$ cat config.mk
export PLATFORM = sky130hd
export DESIGN_NAME = key_press_arbiter_flat
export DESIGN_NICKNAME = d
export VERILOG_FILES = /design/src/rtl/key_press_arbiter_if.sv /design/src/rtl/key_press_arbiter.sv /design/src/flat_wrapper.sv
export SDC_FILE = /design/constraint.sdc
export NUM_CORES = 1
export LEC_CHECK = 0
export BUFFER_PORTS_ARGS = -buffer_cell sky130_fd_sc_hd__buf_2
export CAP_MARGIN = 20
export CORE_ASPECT_RATIO = 2
export CORE_UTILIZATION = 30
export CTS_BUF_LIST = sky130_fd_sc_hd__clkbuf_4 sky130_fd_sc_hd__clkbuf_8
export DETAILED_ROUTE_END_ITERATION = 8
export MAX_ROUTING_LAYER = met4
export PLACE_DENSITY = 0.41
export SKIP_CTS_REPAIR_TIMING = 1
export SYNTH_ARGS = -nofsm -noshare
export SYNTH_HDL_FRONTEND = slang
export SYNTH_SLANG_ARGS = --single-unit
$ cat constraint.sdc
create_clock -name clock -period 2.8 [get_ports clock]
set_clock_uncertainty 0.15 [all_clocks]
set_input_delay 0.28 -clock clock [delete_from_list [all_inputs] [get_ports clock]]
set_output_delay 0.28 -clock clock [all_outputs]
set_load 0.01 [all_outputs]
$ cat src/rtl/key_press_arbiter_if.sv
//----------------------------------------------------------------------
// Module   : key_press_arbiter_if
// Brief    : Valid/ready key-event channel from the arbiter to its consumer.
// Revision : 1.0
//----------------------------------------------------------------------
`default_nettype none

interface key_press_arbiter_if;
  logic       keyValid;
  logic [1:0] keyCode;
  logic       keyReady;

  modport master (output keyValid, output keyCode, input keyReady);
  modport slave  (input keyValid, input keyCode, output keyReady);
endinterface

`default_nettype wire

$ cat src/rtl/key_press_arbiter.sv
//----------------------------------------------------------------------
// Module   : key_press_arbiter
// Brief    : Sync + debounce of four active-low buttons, one event per press,
//            round-robin ordering, valid/ready output with backpressure.
// Revision : 1.0
//----------------------------------------------------------------------
`default_nettype none

module key_press_arbiter #(
  parameter int CLOCK_FREQ      = 50000000,
  parameter int DEBOUNCE_MS     = 20,
  parameter int DEBOUNCE_CYCLES = CLOCK_FREQ / 1000 * DEBOUNCE_MS
) (
  input  wire logic              clock,
  input  wire logic              reset,
  input  wire logic [3:0]        key,
  key_press_arbiter_if.master    keyBus,
  output logic      [3:0]        keyHeld,
  output logic                   overflow
);

  localparam int                 C_CNT_W   = $clog2(DEBOUNCE_CYCLES + 1);
  localparam logic [C_CNT_W-1:0] C_CNT_MAX = C_CNT_W'(DEBOUNCE_CYCLES - 1);

  logic [3:0] r_sync1, r_sync2;
  logic [3:0] w_stable;
  logic [3:0] r_stable_d;
  logic [3:0] r_press;
  logic [3:0] r_pending;
  logic [1:0] r_rr;
  logic       r_valid;
  logic [1:0] r_code;
  logic       r_overflow;

  logic       w_grant;
  logic       w_found;
  logic [1:0] w_win;
  logic [1:0] w_idx;
  logic [3:0] w_gmask;

  always_ff @(posedge clock or negedge reset) begin
    if (!reset) begin
      r_sync1 <= 4'hF;
      r_sync2 <= 4'hF;
    end else begin
      r_sync1 <= key;
      r_sync2 <= r_sync1;
    end
  end

  for (genvar gi = 0; gi < 4; gi++) begin : g_debounce
    logic [C_CNT_W-1:0] r_cnt;
    logic               r_st;

    // Stable level follows the synchronised key only after DEBOUNCE_CYCLES disagreeing cycles.
    always_ff @(posedge clock or negedge reset) begin
      if (!reset) begin
        r_cnt <= '0;
        r_st  <= 1'b1;
      end else if (r_sync2[gi] == r_st) begin
        r_cnt <= '0;
      end else if (r_cnt == C_CNT_MAX) begin
        r_st  <= r_sync2[gi];
        r_cnt <= '0;
      end else begin
        r_cnt <= r_cnt + 1'b1;
      end
    end

    assign w_stable[gi] = r_st;
  end

  always_ff @(posedge clock or negedge reset) begin
    if (!reset) begin
      r_stable_d <= 4'hF;
      r_press    <= 4'h0;
    end else begin
      r_stable_d <= w_stable;
      r_press    <= r_stable_d & ~w_stable;
    end
  end

  // Round-robin search starting at r_rr; first pending key wins.
  always_comb begin
    w_found = 1'b0;
    w_win   = 2'd0;
    w_idx   = 2'd0;
    for (int k = 0; k < 4; k++) begin
      w_idx = r_rr + 2'(k);
      if (!w_found && r_pending[w_idx]) begin
        w_found = 1'b1;
        w_win   = w_idx;
      end
    end
  end

  assign w_grant = (|r_pending) && (!r_valid || keyBus.keyReady);
  assign w_gmask = w_grant ? (4'b0001 << w_win) : 4'b0000;

  always_ff @(posedge clock or negedge reset) begin
    if (!reset) begin
      r_pending  <= 4'h0;
      r_overflow <= 1'b0;
      r_rr       <= 2'd0;
      r_valid    <= 1'b0;
      r_code     <= 2'd0;
    end else begin
      // A press landing on a slot granted this cycle re-arms it instead of overflowing.
      r_pending  <= (r_pending & ~w_gmask) | r_press;
      r_overflow <= |(r_press & r_pending & ~w_gmask);
      if (w_grant) begin
        r_valid <= 1'b1;
        r_code  <= w_win;
        r_rr    <= w_win + 2'd1;
      end else if (r_valid && keyBus.keyReady) begin
        r_valid <= 1'b0;
      end
    end
  end

  assign keyBus.keyValid = r_valid;
  assign keyBus.keyCode  = r_code;
  assign keyHeld         = ~r_stable_d;
  assign overflow        = r_overflow;

endmodule

`default_nettype wire
$ cat src/flat_wrapper.sv
// flat-port wrapper written by rule: the top's interface ports become plain ports
module key_press_arbiter_flat 
#(
  parameter int CLOCK_FREQ      = 50000000,
  parameter int DEBOUNCE_MS     = 20,
  parameter int DEBOUNCE_CYCLES = CLOCK_FREQ / 1000 * DEBOUNCE_MS
)
  (clock, reset, key, keyHeld, overflow, keyBus_keyValid, keyBus_keyCode, keyBus_keyReady);
  key_press_arbiter_if keyBus_i ();
  input  wire logic clock;
  input  wire logic reset;
  input  wire logic [3:0] key;
  output logic      [3:0] keyHeld;
  output logic overflow;
  output wire logic [$bits(keyBus_i.keyValid)-1:0] keyBus_keyValid;
  output wire logic [$bits(keyBus_i.keyCode)-1:0] keyBus_keyCode;
  input wire logic [$bits(keyBus_i.keyReady)-1:0] keyBus_keyReady;
  assign keyBus_keyValid = keyBus_i.keyValid;
  assign keyBus_keyCode = keyBus_i.keyCode;
  assign keyBus_i.keyReady = keyBus_keyReady;
  key_press_arbiter #(.CLOCK_FREQ(CLOCK_FREQ), .DEBOUNCE_MS(DEBOUNCE_MS), .DEBOUNCE_CYCLES(DEBOUNCE_CYCLES)) u_core (.clock(clock), .reset(reset), .key(key), .keyBus(keyBus_i), .keyHeld(keyHeld), .overflow(overflow));
endmodule
# After elaboration in Yosys (flattened, before gate mapping)
# Index checks and enable logic that the tools add are counted.
# classes
addsub	8
order_cmp	4
eq_ne	8
n_shift	1
muxes	26
bitwise	12
reduce_logical	17
# op_table
op	n
$mux W20	8
$add A20 B1 Y20 const B	4
$eq A20 B20 Y1 const B	4
$and A4 B4 Y4	4
$lt A2 B3 Y1 const B	4
$not A4 Y4	3
$mux W1	9
$bmux W1 S2	4
$mux W2	4
$reduce_and A2 Y1	4
$reduce_or A4 Y1	2
$logic_and A1 B1 Y1	5
$add A2 B1 Y2 const B	2
$add A2 B2 Y2 const B	2
$eq A1 B1 Y1	4
$logic_not A1 Y1	4
$mux W4	1
$not A1 Y1	4
$or A4 B4 Y4	1
$shl A1 B2 Y4 const A	1
$reduce_bool A2 Y1	1
$logic_or A1 B1 Y1	1
# word_totals
reg_bits	110
inputBits	7
output_inout_bits	8

# Depth between registers and ports, before layout
# logic_depth
word_depth	17
ltp_mapped	8
mapped_depth_nobuf	8

# Worst setup path before layout
# OpenSTA, ideal clock, no wires.
# synth_timing
path_kind	register to register
startpoint	register u_core.g_debounce[2].r_cnt[0]
endpoint	register u_core.g_debounce[2].r_cnt[10]
arrival_ps	1805
slack_ps	713
stages_incl_launch_ff	7
cell_sequence	dfrtp_1 -> ha_1 -> nand4_1 -> or2_2 -> o21ai_1 -> clkbuf_1 -> nor2_1
# synth_via
elab_chain_len	3
elab_cells_between_ends	4
cone_classes	add/sub (1); eq/ne (1); mux (2)
# synth_lines
item	line	source
start: declaration	key_press_arbiter.sv:52	logic [C_CNT_W-1:0] r_cnt;
start signal: assignment	key_press_arbiter.sv:66	r_cnt <= r_cnt + 1'b1;
$add A20 B1 Y20 / $eq A20 B20 Y1 (equally long branches)	key_press_arbiter.sv:66, key_press_arbiter.sv:62	
$mux W20 *	key_press_arbiter.sv:62	end else if (r_cnt == C_CNT_MAX) begin
$mux W20 *	key_press_arbiter.sv:60	end else if (r_sync2[gi] == r_st) begin
# Mark *: on every way between the ends. The rest lies on a longest branch, timed or not.
# A chain may end at the register's enable or synchronous reset.

# Final worst setup path
# layout_timing
startpoint	register u_core.g_debounce[1].r_cnt[2]
endpoint	register u_core.g_debounce[1].r_cnt[17]
# layout_via
elab_chain_len	3
elab_cells_between_ends	4
cone_classes	add/sub (1); eq/ne (1); mux (2)
# layout_lines
item	line
start: declaration	key_press_arbiter.sv:52
start signal: assignment	key_press_arbiter.sv:66
$add A20 B1 Y20 / $eq A20 B20 Y1 (equally long branches)	key_press_arbiter.sv:66, key_press_arbiter.sv:62
$mux W20 *	key_press_arbiter.sv:62
$mux W20 *	key_press_arbiter.sv:60
# Marked as above.

==> impl_metrics.ini <==
[yosys]
synthCells = 512
ys_types = 40
syn_nets = 527
synth_top_cell_by_area = dfrtp_1
syn_area_per_cell_um2 = 10.1
ys_seq_area_share_pct = 53.8
ys_warn_count = 0
yosys_most_used_dff = dfrtp_1
synth_area_leaders = dfrtp_1, dfstp_2, xnor2_1
async_reset_ff_share_pct = 100
netlist.area_leader.share_pct = 45.6
ys_ff_latch = 110
synth-edff-count = 0
synth_area_um2 = 5160

[place]
placed_cells = 730
place_hpwl_um = 8000
gp_congestion = 0.775
portBuffers = 14
dp_slack_ns = 0.651
place_area_um2 = 5530

[drt]
drtIter0Drc = 77
viasPerCell = 4.98
postRouteWirelength_um = 11100
firstDrtPassIters = 4
drcViolationCount = 0
ant_nets = 0
via_count = 3742
post_drt_wl_per_cell_um = 14.8

[run_status]
status = finished, final reports clean

[sta]
max_slew_margin_pct = 54.8
post-route-period-util_pct = 76.7
rsz0062_at_grt = false
setup_violations = 0
tightest_slew_ns = 0.678
drv_slew = 0
fin_ws_ns = 0.652
tns_ns = 0
layout_min_cycle_time_ns = 2.15
hold_viol = 0
fmax_mhz = 465

[critical_path]
criticalPathCategory = reg2reg
critPathBufInv = 0
arrival_ns = 2.33
cp_slowest_stage_delay_ns = 0.68
slowest_stage = or4_1
crit_family = simple AND/OR/NAND/NOR gates
required_ns = 2.98
worstSetupEndpointType = register
crit_path_max_fanout = 10
start_kind = register
cp_cell_sequence = nand3_2 -> or4_1 -> or4b_4 -> a21oi_2

[global_routing]
met3_usage_pct = 1.87
grt_overflow = 0
grt_pass1_wl_um = 19300
grt_usage_pct = 14.4
met2_usage_pct = 26.2
antenna_found_initial = 0
gr-usage-met1_pct = 14.9
grt_max_degree = 52
grt_pass1_vias = 3945
busiest_layer = met2

[job]
drv_cap = 0

[power]
p_int_w = 0.00219
leakagePower_nw = 2.28
p_seq_share_pct = 56.8
p_clk_share_pct = 33.8
p_per_area_nw_per_um2 = 516
swShare_pct = 26.6
combPwrFrac_pct = 9.4
power_switching_w = 0.000795
ir_drop_mv = 0.244

[cells_and_area]
n_antenna_cell = 0
fillers = 1733
nNetsFinal = 554
drive_above_1_share_pct = 15.4
mostFrequentLayoutCells = dfrtp_1, nor2_1, a21oi_1, nand2_1, xnor2_1
layoutNonFillerInstCount = 751
area_growth_pct = 12.1
fin_util_pct = 34.5
fin_area_um2 = 5780
final_common_cell = dfrtp_1

[clocking]
clk_latency_ns = 0.39
clock-sinks = 110
cts_inserted_buffers = 9
clk_transition_reported_paths_ns = 0.11
clk_path_buf_depth = 2
cts_htree_levels = 3
cts_tree = built
root_buffer = clkbuf_8

[floorplanning]
io_pins = 15
core_um2 = 16800
start_util_pct = 30.8
dieArea_um2 = 17700
fp.dieW_um = 94.7
die_height_um = 187
rows = 67

[hold_path]
hp-class = in2reg
cell type report:
type | count | area (um^2) | share of cell area [%]
Clock buffer | 10 | 131 | 2.27
Timing Repair Buffer | 28 | 203 | 3.51
Clock inverter | 6 | 70.1 | 1.21
Sequential cell | 110 | 2770 | 48.0
Inverter | 28 | 105 | 1.82
Multi-Input combinational cell | 362 | 2240 | 38.7
Tap cell | 207 | 259 | 4.48
tightest hold or removal path: cells and delay by family:
kind | cells | cell delay [ns]
simple gates | 2 | 0.33
buf+inv | 1 | 0.08
registers in the layout (all words and copies together), names as in the netlist:
register / flops
u_core.g_debounce.r_cnt: 80
u_core.keyBus.keyCode: 2
u_core.r_press: 4
u_core.r_rr: 2
u_core.r_stable_d: 4
u_core.r_sync2: 4
u_core.overflow: 1
u_core.g_debounce.r_st: 4
u_core.keyBus.keyValid: 1
u_core.r_sync1: 4
u_core.r_pending: 4
per-layer routing:
| metal | vias up | part of all wire, % |
|---|---|---|
| li1 | 1843 | - |
| met2 | 29 | 57 |
| met3 | 13 | 1.5 |
| met5 | - | 0 |
| met4 | 0 | 2.4 |
| met1 | 1857 | 40 |
power by group through the flow:
stage / registers (W) / clock network [W] / logic, W
floorplan: 0.00172 / 0 / 0.000163
global placement: 0.00172 / 0 / 0.000280
detailed placement: 0.00173 / 0 / 0.000284
finish: 0.00169 / 0.00101 / 0.000280
global route: 0.00170 / 0.00112 / 0.000326
CTS: 0.00170 / 0.00107 / 0.000285
final timing paths:
path	from	cells after the start	slack, ns	end
setup reg to reg	u_core.g_debounce[1].r_cnt[2]	4	0.65	u_core.g_debounce[1].r_cnt[17]
max in group asynchronous	reset	3	1.42	u_core.r_stable_d[1]
hold / removal	keyBus_keyReady	3	0.20	u_core.keyBus.keyValid
setup / recovery	u_core.g_debounce[1].r_cnt[2]	4	0.65	u_core.g_debounce[1].r_cnt[17]
hold reg to reg	u_core.r_sync1[1]	0	0.21	u_core.r_sync2[1]
min in group asynchronous	reset	2	0.32	u_core.g_debounce[0].r_cnt[13]
cells by family after synthesis:
group	count (synthesis)	share of synthesized area (%)
AND/OR/NAND/NOR	225	23.3
flip-flops	110	53.8
AO/OA/AOI/OAI	73	8.13
XOR/XNOR	49	8.32
buffers and inverters	40	3.03
adder cells (fa/ha/maj)	8	1.94
multiplexers	7	1.53
Yosys cell counts (10+ instances only):
library cell / count
xor2_1: 17
or4_1: 15
nand4_1: 13
nor2_1: 65
nor3_1: 10
dfrtp_1: 94
o21ai_0: 18
inv_1: 28
nand2_1: 35
xnor2_1: 32
nand3_1: 23
o31ai_1: 13
dfstp_2: 16
a21oi_1: 35
or3_1: 15
nor4_1: 12
stage by stage:
stage / power [W] / hold WS (ns)
2_1_floorplan: 0.00188 / -0.166
3_5_place_dp: 0.00201 / 0.199
3_3_place_gp: 0.00200 / 0.196
4_1_cts: 0.00305 / -0.213
5_1_grt: 0.00315 / 0.216
6_report: 0.00298 / 0.196
Power figures use the tool's default switching activity.
